[src/rtl/mem_pkg.sv]
`default_nettype none
// ============================================================================
// Module      : mem_pkg
// Description : Shared memory-side constants and the block-transfer FSM
//               state encoding.
// Revision    : 1.0 - initial release
// ============================================================================
package mem_pkg;

    // Memory word width and byte-address width
    localparam int WORD_WIDTH      = 32;

    // Size of the attached memory in bytes
    localparam int MEM_DEPTH_BYTES = 4096;

    // Byte stride between consecutive words
    localparam int WORD_BYTES      = WORD_WIDTH / 8;

    // Block-transfer FSM states
    typedef enum logic [2:0] {
        ST_IDLE   = 3'd0,
        ST_RD_SRC = 3'd1,
        ST_WR_DST = 3'd2,
        ST_RD_DST = 3'd3,
        ST_FIN    = 3'd4
    } xfer_state_t;

endpackage : mem_pkg
`default_nettype wire

[src/rtl/blk_xfer_addr.sv]
`default_nettype none
// ============================================================================
// Module      : blk_xfer_addr
// Description : Word index counter and the source/destination address sums
//               derived from it.
// Revision    : 1.0 - initial release
// ============================================================================
module blk_xfer_addr
    import mem_pkg::*;
#(
    parameter int WORD_WIDTH = mem_pkg::WORD_WIDTH,
    parameter int LEN_WIDTH  = 16
) (
    input  logic                  clk,
    input  logic                  nrst,
    input  logic                  i_clr,
    input  logic                  i_inc,
    input  logic [WORD_WIDTH-1:0] i_src_base,
    input  logic [WORD_WIDTH-1:0] i_dst_base,
    output logic [LEN_WIDTH-1:0]  o_idx,
    output logic [WORD_WIDTH-1:0] o_src_cur,
    output logic [WORD_WIDTH-1:0] o_dst_cur,
    output logic [WORD_WIDTH-1:0] o_src_nxt
);

    logic [LEN_WIDTH-1:0]  r_idx;
    logic [WORD_WIDTH-1:0] w_off_cur;

    // Word index: cleared on an accepted start, advanced after each word
    always_ff @(posedge clk or negedge nrst) begin
        if (!nrst) begin
            r_idx <= '0;
        end else if (i_clr) begin
            r_idx <= '0;
        end else if (i_inc) begin
            r_idx <= r_idx + LEN_WIDTH'(1);
        end
    end

    // Byte offset of the current word; all sums wrap modulo 2^WORD_WIDTH
    assign w_off_cur = WORD_WIDTH'({r_idx, 2'b00});
    assign o_idx     = r_idx;
    assign o_src_cur = i_src_base + w_off_cur;
    assign o_dst_cur = i_dst_base + w_off_cur;
    // Source address of the following word, used to pre-load the address
    // register when moving on to the next RD_SRC
    assign o_src_nxt = o_src_cur + WORD_WIDTH'(WORD_BYTES);

endmodule : blk_xfer_addr
`default_nettype wire

[src/rtl/blk_xfer.sv]
`default_nettype none
// ============================================================================
// Module      : blk_xfer
// Description : Memory block copy / compare engine. Two cycles per word
//               (read source, then write or read destination), one FIN
//               cycle with a done pulse. All memory-side outputs are
//               registered and pre-loaded for the state being entered.
// Revision    : 1.0 - initial release
// ============================================================================
module blk_xfer
    import mem_pkg::*;
#(
    parameter int WORD_WIDTH = mem_pkg::WORD_WIDTH,
    parameter int LEN_WIDTH  = 16
) (
    input  logic                  clk,
    input  logic                  nrst,
    input  logic                  start,
    input  logic                  mode,
    input  logic [WORD_WIDTH-1:0] src_addr,
    input  logic [WORD_WIDTH-1:0] dst_addr,
    input  logic [LEN_WIDTH-1:0]  len_words,
    output logic                  busy,
    output logic                  done,
    output logic [LEN_WIDTH-1:0]  mismatch_cnt,
    output logic [WORD_WIDTH-1:0] first_mis_addr,
    output logic [WORD_WIDTH-1:0] mem_addr,
    output logic                  mem_wr,
    output logic [WORD_WIDTH-1:0] mem_wdata,
    input  logic [WORD_WIDTH-1:0] mem_rdata
);

    xfer_state_t           r_state;
    logic                  r_mode;
    logic [WORD_WIDTH-1:0] r_src;
    logic [WORD_WIDTH-1:0] r_dst;
    logic [LEN_WIDTH-1:0]  r_len;
    logic [WORD_WIDTH-1:0] r_buf;
    logic                  r_busy;
    logic                  r_done;
    logic [LEN_WIDTH-1:0]  r_mis_cnt;
    logic [WORD_WIDTH-1:0] r_first_mis;
    logic [WORD_WIDTH-1:0] r_mem_addr;
    logic                  r_mem_wr;
    logic [WORD_WIDTH-1:0] r_mem_wdata;

    logic                  w_accept;
    logic                  w_word_end;
    logic                  w_last;
    logic                  w_unequal;
    logic [LEN_WIDTH-1:0]  w_idx;
    logic [WORD_WIDTH-1:0] w_src_cur;
    logic [WORD_WIDTH-1:0] w_dst_cur;
    logic [WORD_WIDTH-1:0] w_src_nxt;

    assign w_accept   = (r_state == ST_IDLE) && start;
    assign w_word_end = (r_state == ST_WR_DST) || (r_state == ST_RD_DST);
    assign w_last     = ((w_idx + LEN_WIDTH'(1)) == r_len);
    assign w_unequal  = (mem_rdata != r_buf);

    blk_xfer_addr #(
        .WORD_WIDTH (WORD_WIDTH),
        .LEN_WIDTH  (LEN_WIDTH)
    ) u_addr (
        .clk        (clk),
        .nrst       (nrst),
        .i_clr      (w_accept),
        .i_inc      (w_word_end),
        .i_src_base (r_src),
        .i_dst_base (r_dst),
        .o_idx      (w_idx),
        .o_src_cur  (w_src_cur),
        .o_dst_cur  (w_dst_cur),
        .o_src_nxt  (w_src_nxt)
    );

    // Transfer FSM; memory outputs are set up for the state being entered
    always_ff @(posedge clk or negedge nrst) begin
        if (!nrst) begin
            r_state     <= ST_IDLE;
            r_mode      <= 1'b0;
            r_src       <= '0;
            r_dst       <= '0;
            r_len       <= '0;
            r_buf       <= '0;
            r_busy      <= 1'b0;
            r_done      <= 1'b0;
            r_mis_cnt   <= '0;
            r_first_mis <= '0;
            r_mem_addr  <= '0;
            r_mem_wr    <= 1'b0;
            r_mem_wdata <= '0;
        end else begin
            r_done      <= 1'b0;
            r_mem_wr    <= 1'b0;
            r_mem_wdata <= '0;
            case (r_state)
                ST_IDLE: begin
                    r_mem_addr <= '0;
                    if (start) begin
                        r_mode      <= mode;
                        r_src       <= src_addr;
                        r_dst       <= dst_addr;
                        r_len       <= len_words;
                        r_mis_cnt   <= '0;
                        r_first_mis <= '0;
                        r_busy      <= 1'b1;
                        if (len_words == '0) begin
                            r_state <= ST_FIN;
                            r_done  <= 1'b1;
                        end else begin
                            r_state    <= ST_RD_SRC;
                            r_mem_addr <= src_addr;
                        end
                    end
                end
                ST_RD_SRC: begin
                    r_buf      <= mem_rdata;
                    r_mem_addr <= w_dst_cur;
                    if (!r_mode) begin
                        r_state     <= ST_WR_DST;
                        r_mem_wr    <= 1'b1;
                        r_mem_wdata <= mem_rdata;
                    end else begin
                        r_state <= ST_RD_DST;
                    end
                end
                ST_WR_DST, ST_RD_DST: begin
                    if ((r_state == ST_RD_DST) && w_unequal) begin
                        if (r_mis_cnt == '0) begin
                            r_first_mis <= w_src_cur;
                        end
                        if (r_mis_cnt != '1) begin
                            r_mis_cnt <= r_mis_cnt + LEN_WIDTH'(1);
                        end
                    end
                    if (w_last) begin
                        r_state    <= ST_FIN;
                        r_mem_addr <= '0;
                        r_done     <= 1'b1;
                    end else begin
                        r_state    <= ST_RD_SRC;
                        r_mem_addr <= w_src_nxt;
                    end
                end
                ST_FIN: begin
                    r_state    <= ST_IDLE;
                    r_busy     <= 1'b0;
                    r_mem_addr <= '0;
                end
                default: begin
                    r_state    <= ST_IDLE;
                    r_busy     <= 1'b0;
                    r_mem_addr <= '0;
                end
            endcase
        end
    end

    assign busy           = r_busy;
    assign done           = r_done;
    assign mismatch_cnt   = r_mis_cnt;
    assign first_mis_addr = r_first_mis;
    assign mem_addr       = r_mem_addr;
    assign mem_wr         = r_mem_wr;
    assign mem_wdata      = r_mem_wdata;

endmodule : blk_xfer
`default_nettype wire

[config.mk]
export PLATFORM = sky130hd
export DESIGN_NAME = blk_xfer
export DESIGN_NICKNAME = d
export VERILOG_FILES = /design/src/rtl/mem_pkg.sv /design/src/rtl/blk_xfer_addr.sv /design/src/rtl/blk_xfer.sv
export SDC_FILE = /design/constraint.sdc
export NUM_CORES = 1
export LEC_CHECK = 0
export CAP_MARGIN = 10
export CELL_PAD_IN_SITES_DETAIL_PLACEMENT = 1
export CELL_PAD_IN_SITES_GLOBAL_PLACEMENT = 1
export CORE_MARGIN = 4
export CORE_UTILIZATION = 40
export DETAILED_ROUTE_END_ITERATION = 8
export PLACE_DENSITY = 0.9
export SLEW_MARGIN = 0
export SYNTH_ARGS = -nofsm -noshare
export SYNTH_HDL_FRONTEND = slang
export SYNTH_SLANG_ARGS = --single-unit
[constraint.sdc]
create_clock -name clk -period 4.34 [get_ports clk]
set_input_delay 0.651 -clock clk [delete_from_list [all_inputs] [get_ports clk]]
set_output_delay 0.651 -clock clk [all_outputs]
set_load 0.02 [all_outputs]
==> results of run 1 <==
## sequential cells by signal (all words and copies together) (netlist names)
signal,flops
r_len,16
r_state,3
mem_wr,1
done,1
mismatch_cnt,16
r_buf,32
r_src,32
busy,1
r_mode,1
r_dst,32
mem_addr,32
u_addr.o_idx,16
first_mis_addr,32
mem_wdata,32
## routing by layer
layer  GRT usage, %  share of wire (%)  vias to the layer above  wire length, um
li1               -                  -                     5523                -
met1           31.2                 41                     6090            18900
met2           45.0                 51                      341            23600
met3           2.89                4.3                      106             1980
met4           11.2                4.3                        2             1980
met5              0              0.026                        -               12
## synthesized netlist by cell type (all sizes together) (19+ instances only)
| cell type | number | area [um2] |
|---|---|---|
| and2 | 39 | 244 |
| nand4 | 25 | 163 |
| xor2 | 62 | 543 |
| o31ai | 29 | 218 |
| nor2 | 67 | 254 |
| nor4 | 19 | 149 |
| a32oi | 28 | 245 |
| a21o | 21 | 158 |
| xnor2 | 83 | 727 |
| a21oi | 32 | 160 |
| dfrtp | 247 | 6180 |
| o21ai | 78 | 390 |
| nor3 | 23 | 115 |
| clkbuf | 63 | 236 |
| nand3 | 43 | 215 |
| ha | 36 | 450 |
| nand2 | 446 | 1670 |
## final cells by class
type	instances	share of cell area, %
Sequential cell	247	36.4
Clock inverter	7	0.523
Inverter	18	0.398
Antenna cell	5	0.0737
Tap cell	442	3.26
Multi-Input combinational cell	1144	39.1
Clock buffer	42	4.91
Timing Repair Buffer	266	15.3
## power breakdown
group / internal, mW / total, mW / switching [mW] / leakage, nW
registers: 3.24 / 3.97 / 0.728 / 3.13
clock network: 1.44 / 2.43 / 0.994 / 0.457
logic: 2.14 / 5.33 / 3.19 / 4.02
total: 6.82 / 11.7 / 4.91 / 7.61
## worst max-delay path: stages, from the launching register on
cell and delay, ns:
dfrtp_1 0.37, ha_1 0.19, inv_1 0.06, fa_1 0.45, nor2b_4 0.20, o31a_1 0.23
o21ai_1 0.17, a211oi_4 0.33, nand4_2 0.20, or4_4 0.58, or4_4 0.53, nor4_4 0.31
xnor2_1 0.09, a32oi_1 0.16, o21ai_1 0.10
## cell families (layout without fill, tap and decap cells)
kind of cell | count (synthesis) | after routing | synth area share (%)
compound gates | 247 | 247 | 12.7
xor+xnor | 145 | 145 | 9.66
fa+ha+maj | 38 | 38 | 3.73
buf+inv | 87 | 333 | 2.60
flops | 247 | 247 | 47.0
mux | 2 | 2 | 0.152
other cells | 0 | 5 | 0
simple gates | 712 | 712 | 24.1
## metrics by stage
stage | hold WS, ns | worst slack (ns) | power [mW] | utilization [%]
after global routing | 0.151 | 0.0174 | 12.4 | 52.3
after global placement | 0.461 | 0.313 | 8.91 | 49.4
final | 0.0805 | 0.219 | 11.7 | 52.3
after floorplan | 0.355 | 0.516 | 6.98 | -
after CTS | 0.127 | 0.0669 | 11.8 | 52.2
after detailed placement | 0.474 | 0.111 | 9.23 | 49.4
## worst max-delay path by stage
stage | start | endpoint
6_report | u_addr.o_idx[0] | mem_addr[27]
3_3_place_gp | u_addr.o_idx[2] | mem_addr[27]
4_1_cts | u_addr.o_idx[0] | mem_addr[27]
2_1_floorplan | u_addr.o_idx[0] | mem_addr[27]
3_5_place_dp | u_addr.o_idx[0] | mem_addr[27]
5_1_grt | u_addr.o_idx[0] | mem_addr[27]
==> summary.txt, run 1 <==
Status
  • Status: finished clean

Clock network
  • CTS tree: built
  • Htree depth: 1
  • CTS clk-pin slew, worst paths: 0.06 ns
  • Worst skew pair latency: between 0.5 and 0.6 ns
  • Post-CTS Setup Inserts: 0
  • CTS buffer count: 29
  • Root Driver: clkbuf_16
  • Clock Sinks: 247
  • Hold-fix buffers at CTS: 0
  • Post-CTS Resized: 0
  • CTS max path bufs: 3

Worst setup path
  • CP Class: register to register
  • CP Max Fanout: 6
  • R2R setup slack: approximately 0.22 ns
  • RR Endpoint: mem_addr[27]
  • CP startpoint kind: register
  • Critical Path Sink Type: register
  • Worst Path Arrival: between 4 and 5 ns
  • Reg2Reg Depth: 14
  • Req. time, crit path: between 4 and 5 ns
  • Reg-to-Reg Start: u_addr.o_idx[0]

Place
  • Number of port buffers: 230
  • Post-detail-place hpwl: around 34000 um
  • Placed cells: ~2100
  • Placed cell area: between 0.015 and 0.02 mm2
  • GP Congestion: a little under 0.9

Synthesis
  • FF+latch count, synth: 247
  • Async set-reset flop share out of synthesis: between 90% and 100%
  • Mapped Area: 0.0131 mm2
  • Post-synthesis cell type count: 69
  • Seq/Total Area, Yosys: between 40% and 50%
  • Syn_nets: between 1500 and 2000
  • Synth Area per Inst: 8.89 um2
  • Post-synth EDFFs: 0
  • Synthesis Warnings: 0
  • Mapped Cells: between 1000 and 1500
  • Ys flop type: dfrtp_1

Job
  • Maxcap violations: 0

Cells and area
  • Non-Filler Instances: 2171
  • Seq. cell area: 0.00618 mm2
  • Most common cell after layout, fill and taps aside: nand2_1
  • Design area: roughly 0.017 mm2
  • Synthesis-to-layout area growth: 29.2%
  • Final nets: 1860
  • Multi-input logic area: about 0.0066 mm2
  • Commonest non-fill, non-tap cells in the layout: 445 x nand2_1, 247 x dfrtp_1, 229 x clkdlybuf4s50_1
  • FILL cells: around 3700
  • Share of layout cells above drive strength 1: between 5 and 6%

Floorplan
  • DIE AREA: around 0.036 mm2
  • Height of the die: between 150 and 200 um
  • Ports: 231
  • Die Wd: 189 um
  • Initial Util: between 40% and 50%
  • Num rows: 66
  • Std-Cell Core Area: 0.0325 mm2

Timing
  • Final hold violations: 0
  • Worst Tran Pin Value: around 0.9 ns
  • Final slew viol count: 0
  • Achievable Freq: 243 MHz
  • Skew final: ~0.017 ns
  • Post-layout minimum cycle time: around 4.1 ns
  • Final setup viols: 0
  • Setup TNS Final: 0 ns
  • Period utilization: 95.0%
  • Slew headroom: 38.1%
  • RSZ-0062 raised after global routing: false

Route
  • Routed vias: 12062
  • Detailed Route WL: 46500 um
  • DR iter-0 viols: approximately 710
  • Vias per cell: roughly 5.6
  • First-pass detailed-route iteration total: 4
  • Wirelength per Cell: about 21 um
  • Post-DRT Antenna Nets: 0
  • DRC viols: 0

Pwr
  • Static Leak: ~7.6 nW
  • Pwr Density: around 700 mW/mm2
  • VDD IR max: roughly 0.37 mV

Worst hold path
  • Worst Hold Class: input pin to async pin

Global route
  • Vias in the first global route: between 10000 and 15000
  • Antenna violations before repair: 6
  • Pin count of the biggest net entering global routing: 91
  • GR Overflow Total: 0
  • First-pass GRT wire length: between 70000 and 80000 um
  • GRT Overall Usage: around a quarter
No activity file was read; power rests on OpenSTA's default activity.
==> inputs of run 2 (changes only) <==
- PLACE_DENSITY: 0.9 -> unset
- PLACE_DENSITY_LB_ADDON: unset -> 0.1
==> run 2 against run 1 <==
  * Sequential share of layout area down 0.32 points
  * Critical path depth is the same
  * Clock skew grew 0.0074 ns
  * Clock power rose by 6%
  * Non-clock buffer count grew 7
  * Total power down 0.19%
  * Highest routed layer is now met4
  * Via count is 3.0% lower
  * Sequential power shrank 2%
  * Setup slack better by 0.13 ns
  * Final area grew 0.90%
==> summary.txt, run 2 (synthesized netlist as in run 1, its figures left out) <==
Floorplan
  • Ports: around 230
  • Die Wd: between 150 and 200 um
  • Initial Util: roughly two fifths
  • Num rows: 66
  • Height of the die: 189 um
  • DIE AREA: between 0.03 and 0.04 mm2
  • Std-Cell Core Area: approximately 0.032 mm2

Clock network
  • Hold-fix buffers at CTS: 0
  • CTS buffer count: 30
  • Post-CTS Setup Inserts: 0
  • CTS clk-pin slew, worst paths: approximately 0.060 ns
  • Clock Sinks: approximately 250
  • Root Driver: clkbuf_16
  • CTS tree: built
  • Worst skew pair latency: around 0.57 ns
  • Post-CTS Resized: 0
  • Htree depth: 1
  • CTS max path bufs: 3

Worst setup path
  • Req. time, crit path: ~4.8 ns
  • CP startpoint kind: register
  • Worst Path Arrival: around 4.4 ns
  • R2R setup slack: 0.35 ns
  • CP Class: register to register
  • Critical Path Sink Type: register
  • Reg2Reg Depth: 14
  • Reg-to-Reg Start: r_src[2]
  • RR Endpoint: mem_addr[27]
  • CP Max Fanout: 6

Timing
  • Post-layout minimum cycle time: about 4 ns
  • Worst Tran Pin Value: about 1 ns
  • Final setup viols: 0
  • Period utilization: slightly above 90%
  • Hold slack final: about 0.13 ns
  • RSZ-0062 raised after global routing: false
  • Achievable Freq: 251 MHz
  • Slew headroom: a little under a third
  • Setup TNS Final: 0 ns
  • Skew final: ~0.024 ns
  • Final slew viol count: 0
  • Final hold violations: 0
  • Setup WS post-layout: ~0.35 ns

Cells and area
  • Multi-input logic area: between 0.006 and 0.007 mm2
  • Seq. cell area: about 0.006 mm2
  • FILL cells: 3751
  • Commonest non-fill, non-tap cells in the layout: 444 x nand2_1, 247 x dfrtp_1, 229 x clkdlybuf4s50_1
  • Synthesis-to-layout area growth: 30.4%
  • Inserted Diodes: 0
  • Design area: about 0.017 mm2
  • Most common cell after layout, fill and taps aside: nand2_1
  • Share of layout cells above drive strength 1: 6.51%
  • Final nets: around 1900

Pwr
  • Power Internal: 6.98 mW
  • Sw power: 4.73 mW
  • Clock share of power: a little over a fifth
  • Switching Fraction: a little over 40%
  • Pwr Density: around 700 mW/mm2
  • VDD IR max: approximately 0.33 mV
  • Power Total: between 10 and 15 mW
  • Gate power share: roughly 45%
  • Static Leak: approximately 7.7 nW
  • Reg power frac: roughly a third

Route
  • DR iter-0 viols: 535
  • Wirelength per Cell: ~20 um
  • DRC viols: 0
  • Detailed Route WL: roughly 43000 um
  • Post-DRT Antenna Nets: 0
  • First-pass detailed-route iteration total: 7
  • Routed vias: 11696
  • Vias per cell: 5.37

Global route
  • First-pass GRT wire length: around 70000 um
  • Vias in the first global route: 12397
  • GRT Overall Usage: between 20% and 30%
  • GR Overflow Total: 0
  • Antenna violations before repair: 0
  • Pin count of the biggest net entering global routing: 97

Job
  • Maxcap violations: 0

Place
  • Placed cell area: 0.0161 mm2
  • Post-detail-place hpwl: roughly 32000 um
  • DP Worst Slack: roughly 0.18 ns
  • Number of port buffers: 230
  • GP Congestion: a little under 0.9

Status
  • Status: finished clean

Worst hold path
  • Worst Hold Class: input pin to async pin
run 2: cell count changes in the layout (fill, tap and decap cells not counted), moves of 2 or more:
cell | before | now
clkbuf_1 | 7 | 10
buf_4 | 34 | 40
clkinvlp_4 | 0 | 2
clkbuf_16 | 29 | 31
diode_2 | 5 | 0
clkinv_2 | 4 | 2
run 2: worst max path at each step:
stage	startpoint	endpoint	slack, ns	depth (start not counted)
global placement	u_addr.o_idx[3]	mem_addr[27]	0.26	12
detailed placement	u_addr.o_idx[3]	mem_addr[27]	0.18	12
global route	u_addr.o_idx[3]	mem_addr[30]	0.08	13
finish	r_src[2]	mem_addr[27]	0.35	14
CTS	u_addr.o_idx[3]	mem_addr[27]	0.14	12
floorplan	u_addr.o_idx[0]	mem_addr[27]	0.52	15
run 2: layout make-up:
cell class / instances / area share [%]
clock buffers: 47 / 5.23
clock inverters: 7 / 0.672
flip-flops and latches: 247 / 36.1
well taps: 442 / 3.23
multi-input cells: 1144 / 38.8
repair buffers: 273 / 15.6
inverters: 18 / 0.394
run 2: critical path, cell delays in order (launching register included):
cell      delay, ns
dfrtp_1        0.35
ha_1           0.17
inv_1          0.06
fa_1           0.44
nor2b_4        0.16
o31a_1         0.22
o21ai_0        0.22
a211oi_4       0.31
nand4_2        0.20
or4_4          0.57
or4_4          0.51
nor4_4         0.32
xnor2_1        0.09
a32oi_1        0.13
o21ai_1        0.08
run 2: routing by layer:
layer | routed length, um | share of wire, % | up-vias | global-route usage, %
li1 | - | - | 5524 | -
met1 | 18900 | 44 | 5858 | 31.5
met2 | 21500 | 50 | 249 | 41.5
met3 | 1790 | 4.1 | 65 | 3.36
met4 | 1120 | 2.6 | 0 | 5.82
met5 | 0 | 0 | - | 0
run 2: power by group through the flow:
stage	Combinational [mW]	Sequential, mW	Clock (mW)
2_1_floorplan	2.73	4.25	0
3_3_place_gp	5.11	3.90	0
3_5_place_dp	5.21	3.95	0
4_1_cts	5.27	3.92	2.63
5_1_grt	5.72	4.04	2.75
6_report	5.22	3.91	2.58
run 2: per-stage QoR:
stage | util (%) | instances
5_1_grt | 52.8 | 2178
3_5_place_dp | 49.6 | 2124
4_1_cts | 52.8 | 2178
2_1_floorplan | - | 1478
6_report | 52.8 | 2178
3_3_place_gp | 49.6 | 2124
